`src/rtl/spi_bus_arb.sv`:
```
`default_nettype none
// ============================================================================
// Module   : spi_bus_arb
// Purpose  : Round-robin arbiter that shares one SPI master between four
//            requesters. Each granted transaction drives a slave select and
//            a launch strobe, then waits for completion or a timeout. After
//            that it pauses for an inter-transaction gap.
// Revision : 1.0 - initial release
// ============================================================================
module spi_bus_arb #(
  parameter int GAP_CYC = 4,     // idle cycles between transactions (>= 1)
  parameter int TIMEOUT = 4096   // max cycles in BUSY (1..4096)
) (
  input  logic        clk,
  input  logic        rst,
  input  logic [3:0]  req,
  input  logic [63:0] cmd_in,
  input  logic [11:0] tgt_in,
  output logic [3:0]  gnt,
  output logic [3:0]  ack,
  output logic [15:0] rsp,
  output logic        err,
  output logic        busy,
  output logic        spi_wrt,
  output logic [15:0] spi_cmd,
  input  logic        spi_done,
  input  logic [15:0] spi_rd,
  output logic [4:0]  ss_sel
);

  typedef enum logic [1:0] {
    S_IDLE   = 2'd0,
    S_LAUNCH = 2'd1,
    S_BUSY   = 2'd2,
    S_GAP    = 2'd3
  } state_t;

  // Terminal counts: the counter starts at 0 on state entry, so the last
  // cycle of a phase is at count N-1.
  localparam logic [11:0] c_TIMEOUT_LAST = 12'(TIMEOUT - 1);
  localparam logic [11:0] c_GAP_LAST     = 12'(GAP_CYC - 1);
  localparam logic [2:0]  c_TGT_MAX      = 3'd4;

  state_t      r_state;
  state_t      w_state_nxt;
  logic [1:0]  r_ptr;
  logic [11:0] r_cnt;
  logic        r_tgt_bad;

  logic [3:0]  w_req_eff;
  logic        w_found;
  logic [1:0]  w_gidx;
  logic [2:0]  w_tgt;
  logic [15:0] w_cmd;
  logic        w_tgt_ok;

  logic        w_grant;
  logic        w_done_ok;
  logic        w_timeout;
  logic        w_bad_ack;

  // A requester whose ack is showing still has req high for this cycle.
  // An invalid-target ack lands while already back in IDLE. Masking here
  // stops that stale request from being granted a second time.
  assign w_req_eff = req & ~ack;

  assign busy = (r_state != S_IDLE);

  // Round-robin search starting at r_ptr, wrapping modulo 4.
  always_comb begin : p_arb
    logic [1:0] idx;
    w_found = 1'b0;
    w_gidx  = r_ptr;
    idx     = 2'd0;
    for (int i = 0; i < 4; i++) begin
      idx = r_ptr + 2'(i);
      if (!w_found && w_req_eff[idx]) begin
        w_found = 1'b1;
        w_gidx  = idx;
      end
    end
  end

  // Select the command and target fields of the winning requester.
  always_comb begin
    w_tgt = tgt_in[2:0];
    w_cmd = cmd_in[15:0];
    for (int i = 0; i < 4; i++) begin
      if (w_gidx == 2'(i)) begin
        w_tgt = tgt_in[3*i +: 3];
        w_cmd = cmd_in[16*i +: 16];
      end
    end
  end

  assign w_tgt_ok = (w_tgt <= c_TGT_MAX);

  // FSM state register.
  always_ff @(posedge clk) begin
    if (rst) begin
      r_state <= S_IDLE;
    end else begin
      r_state <= w_state_nxt;
    end
  end

  // FSM next-state and one-cycle control events.
  always_comb begin
    w_state_nxt = r_state;
    w_grant     = 1'b0;
    w_done_ok   = 1'b0;
    w_timeout   = 1'b0;
    w_bad_ack   = 1'b0;
    case (r_state)
      S_IDLE: begin
        if (w_found) begin
          w_grant     = 1'b1;
          w_state_nxt = S_LAUNCH;
        end
      end
      S_LAUNCH: begin
        // An invalid target never reaches the SPI master. It is acked with
        // an error and the arbiter goes straight back to IDLE without a gap.
        if (r_tgt_bad) begin
          w_bad_ack   = 1'b1;
          w_state_nxt = S_IDLE;
        end else begin
          w_state_nxt = S_BUSY;
        end
      end
      S_BUSY: begin
        // spi_done is checked first, so it wins over a timeout in the same cycle.
        if (spi_done) begin
          w_done_ok   = 1'b1;
          w_state_nxt = S_GAP;
        end else if (r_cnt == c_TIMEOUT_LAST) begin
          w_timeout   = 1'b1;
          w_state_nxt = S_GAP;
        end
      end
      S_GAP: begin
        if (r_cnt == c_GAP_LAST) begin
          w_state_nxt = S_IDLE;
        end
      end
      default: begin
        w_state_nxt = S_IDLE;
      end
    endcase
  end

  // Phase counter: cleared on every state change; counts in BUSY and GAP.
  always_ff @(posedge clk) begin
    if (rst) begin
      r_cnt <= 12'd0;
    end else if (w_state_nxt != r_state) begin
      r_cnt <= 12'd0;
    end else if (r_state == S_BUSY || r_state == S_GAP) begin
      r_cnt <= r_cnt + 12'd1;
    end
  end

  // Registered outputs: grant/select capture, launch strobe, and completion.
  always_ff @(posedge clk) begin
    if (rst) begin
      r_ptr     <= 2'd0;
      r_tgt_bad <= 1'b0;
      gnt       <= 4'd0;
      ack       <= 4'd0;
      err       <= 1'b0;
      rsp       <= 16'd0;
      spi_cmd   <= 16'd0;
      spi_wrt   <= 1'b0;
      ss_sel    <= 5'd0;
    end else begin
      ack     <= 4'd0;
      err     <= 1'b0;
      // The strobe is registered off LAUNCH, so it follows the select by one cycle.
      spi_wrt <= (r_state == S_LAUNCH) && !r_tgt_bad;

      if (w_grant) begin
        gnt       <= 4'b0001 << w_gidx;
        spi_cmd   <= w_cmd;
        ss_sel    <= w_tgt_ok ? (5'b00001 << w_tgt) : 5'd0;
        r_tgt_bad <= !w_tgt_ok;
        r_ptr     <= w_gidx + 2'd1;
      end

      if (w_done_ok) begin
        ack    <= gnt;
        rsp    <= spi_rd;
        gnt    <= 4'd0;
        ss_sel <= 5'd0;
      end

      if (w_timeout || w_bad_ack) begin
        ack    <= gnt;
        err    <= 1'b1;
        rsp    <= 16'd0;
        gnt    <= 4'd0;
        ss_sel <= 5'd0;
      end
    end
  end

endmodule
`default_nettype wire
```
`config.mk`:
```
export PLATFORM = sky130hd
export DESIGN_NAME = spi_bus_arb
export DESIGN_NICKNAME = d
export VERILOG_FILES = /design/src/rtl/spi_bus_arb.sv
export SDC_FILE = /design/constraint.sdc
export NUM_CORES = 1
export LEC_CHECK = 0
export ABC_AREA = 1
export BUFFER_PORTS_ARGS = -buffer_cell sky130_fd_sc_hd__buf_2
export CAP_MARGIN = 30
export CORE_ASPECT_RATIO = 0.9
export CORE_MARGIN = 5
export CORE_UTILIZATION = 48
export CTS_CLUSTER_DIAMETER = 150
export DETAILED_ROUTE_END_ITERATION = 16
export MAX_ROUTING_LAYER = met4
export PLACE_DENSITY = 0.8
export SETUP_SLACK_MARGIN = 0.1
export SLEW_MARGIN = 10
export SYNTH_ARGS = -nofsm -noshare
export SYNTH_HDL_FRONTEND = slang
export SYNTH_SLANG_ARGS = --single-unit
```
`constraint.sdc`:
```
create_clock -name clk -period 2.78 [get_ports clk]
set_input_delay 0.139 -clock clk [delete_from_list [all_inputs] [get_ports clk]]
set_output_delay 0.139 -clock clk [all_outputs]
set_load 0.005 [all_outputs]
```
==> reports/metrics.csv <==
metric;value;unit
placed_cells;768;
drt-total-wl;11.1;mm
die_y;90.8;microns
dp_slack;-0.123;ns
ant_nets;0;
synth_area_per_cell;6.40;sq um
critPathArrivalTime;2.96;ns
crit_slowest_cell;dfxtp_4;
p_sw;0.00278;W
relSlewSlack;0.599;
drt_iter0_markers;240;
place_area;0.00430;sq mm
power.density;1220;mW/mm^2
final.setup.worst_slack;0.109;ns
cts_buffers;9;
comb_power_share;0.657;
wl_per_cell;14.0;microns
cp_cell_sequence;buf_6 -> nand3_2 -> nand3_2 -> nand2_2 -> buf_4 -> nand3_2 -> nand2_1 -> nand2_1 -> nand3_1 -> nand2_2 -> inv_2 -> ha_2 -> buf_6 -> a21oi_2 -> nand2_1 -> o21ai_2 -> inv_2 -> buf_4 -> nor2_1 -> o21ai_1 -> nor2_1;
grt_overflow;0;
grt.total_usage;0.236;
num-nets-final;803;
globalplace.congestion;1.02;
period_share;0.961;
final_area;0.00484;sq mm
maxCapViolations;0;
internal_power;0.00314;W
num_vias;4148;
synth_warnings;0;
yosys.cell_types.count;28;
setup_violations;0;
end_kind;flop;
grt_pass1_wl;17.3;mm
dpl.hpwl;7.93;mm
die_area;0.00906;sq mm
vias_per_cell;5.20;
clkSinkCount;64;
start_util;0.492;
drc_errors;0;
htree_num_levels;3;
io_pins;147;
crit_path_start_kind;flop;
worstHoldPathType;in -> reg;
syn-cell-area;0.00348;sq mm
nFillCells;576;
hold_ws;0.0404;ns
drive_gt1_frac;0.345;
clockBufferDepth;2;
fmax;0.374;GHz
timing.rr.end;ss_sel[2];
cts_tree;yes;
critPathMaxFanout;11;
fin_skew;0.00736;ns
synth_nets;648;
worstHoldStart;spi_rd[12];
syn_to_final_growth;38.9;%
critical_path.endpoint;ss_sel[2];
pwr-share-clk;0.134;
yosysSeqAreaShare;0.368;
slew_viol_final;0;
startpoint;r_ptr[0];
max-vdd-ir-drop;1090;uV
fin_crit;2.67;ns
power_frac_seq;0.209;
ff_latch_area;0.00129;sq mm
root_buffer;clkbuf_8;
synthArstFlopShare;0;
multiInputGateArea;0.00209;sq mm
clk_latency;0.34;ns
n_antenna_cell;0;
criticalPathCategory;reg -> reg;
fp-row-count;29;
rr_worst_depth;21;
worstMarginPinSlew;0.600;ns
core_region_area;0.00708;sq mm
netlist_instances;544;
reg2reg_setup_slack;0.11;ns
netSwitchingFraction;0.469;
run_status;completed;
port_buffers;146;
clkSlewWorstSetupHoldPaths;0.08;ns
grt_max_degree;33;
r2r_start;r_ptr[0];
die_x;99.8;microns
fin_total_pwr;0.00591;W
required;3.06;ns
crit_path_max_incr_delay;0.41;ns
synthFlopType;dfxtp_1;
synth_edf_count;0;
dr.pass1.iters;5;
grt_pass1_vias;3854;
finalNonFillerCells;797;
p_leak;2.36;nW
synth-seq-cells;64;
hold_viol;0;
antenna_found_initial;0;
==> logic make-up (layout without fill, tap and decap cells) <==
family / Yosys count / in the layout / synth area share
adder cells (fa/ha/maj): 5 / 5 / 0.0180
flip-flops: 64 / 64 / 0.368
buffers and inverters: 64 / 224 / 0.0783
XOR/XNOR: 11 / 11 / 0.0277
multiplexers: 1 / 1 / 0.00287
AND/OR/NAND/NOR: 321 / 321 / 0.383
AO/OA/AOI/OAI: 78 / 78 / 0.123
==> registers in the layout, summed over array words and instances (netlist names), 2 cells and up <==
signal and flops:
gnt 4, r_cnt 12, r_ptr 2, ack 4, rsp 16, r_state 2, ss_sel 5, spi_cmd 16
==> power by group through the flow <==
stage / sequential, W / combinational [W] / clock [W]
floorplan: 0.00121 / 0.00221 / 0
global placement: 0.00123 / 0.00296 / 0
detailed placement: 0.00124 / 0.00304 / 0
CTS: 0.00122 / 0.00318 / 0.000803
global route: 0.00125 / 0.00430 / 0.000852
finish: 0.00123 / 0.00389 / 0.000794
==> per-stage QoR <==
step	util	setup TNS [ns]
global route	0.683	-0.0100
CTS	0.642	0
floorplan	-	0
detailed placement	0.608	-0.947
global placement	0.608	0
finish	0.683	0
==> timing repair <==
item                                    CTS  global route
buffers inserted                          0            12
endpoints found under the setup margin   22            22
pin swaps                                 1            23
hold buffers                              0             0
gates resized for setup                  13            45
cloned                                    0             1
==> cell usage after synthesis (8+ instances only) <==
master	number	area (sq um)
a31oi_1	16	100
inv_1	31	116
nand3_1	49	245
dfxtp_1	64	1280
nor2_1	56	210
buf_2	9	45.0
xor2_1	8	70.1
o21ai_0	9	45.0
nor2_2	10	62.6
a21oi_1	46	230
clkbuf_1	15	56.3
nand2_1	194	728
==> worst min path at each step <==
stage          endpoint  cells after the start
6_report        rsp[12]                      3
5_1_grt          rsp[2]                      3
3_3_place_gp    rsp[11]                      3
3_5_place_dp    rsp[10]                      3
4_1_cts          rsp[0]                      3
2_1_floorplan    rsp[0]                      2
==> final cells by class <==
class / count / area share
Clock buffer: 9 / 0.0256
Clock inverter: 7 / 0.0147
Inverter: 37 / 0.0313
Multi-Input combinational cell: 416 / 0.432
Sequential cell: 64 / 0.266
Tap cell: 93 / 0.0241
Timing Repair Buffer: 171 / 0.205
==> worst max-delay path: cells and delay by family, from the launching register on <==
family | cells | cell delay (ns)
simple gates | 11 | 1.02
buf+inv | 6 | 0.69
flops | 1 | 0.41
compound gates | 3 | 0.28
fa+ha+maj | 1 | 0.20
==> placed cells by master, fill, tap and decap left out, drive strengths merged <==
cell      Yosys  layout
nand2       199     199
nand4         3       3
o22ai         1       1
nor3          3       3
inv          33      36
bufinv        0       1
xnor2         3       3
clkbuf       15      10
nor2         66      66
a21oi        46      46
a31oi        16      16
dfxtp        64      64
o211ai        5       5
clkinv        4       4
o21ai         9       9
nand3        49      49
clkinvlp      0       3
ha            5       5
xor2          8       8
nor4          1       1
buf          12     170
a211oi        1       1
mux2i         1       1
==> layer usage <==
metal | track usage | vias to the layer above | share of wire
met5 | - | - | 0
met1 | 0.291 | 1900 | 0.41
li1 | - | 2056 | -
met3 | 0.0432 | 30 | 0.059
met4 | 0.0785 | 0 | 0.024
met2 | 0.387 | 162 | 0.50
Power figures use the tool's default switching activity.
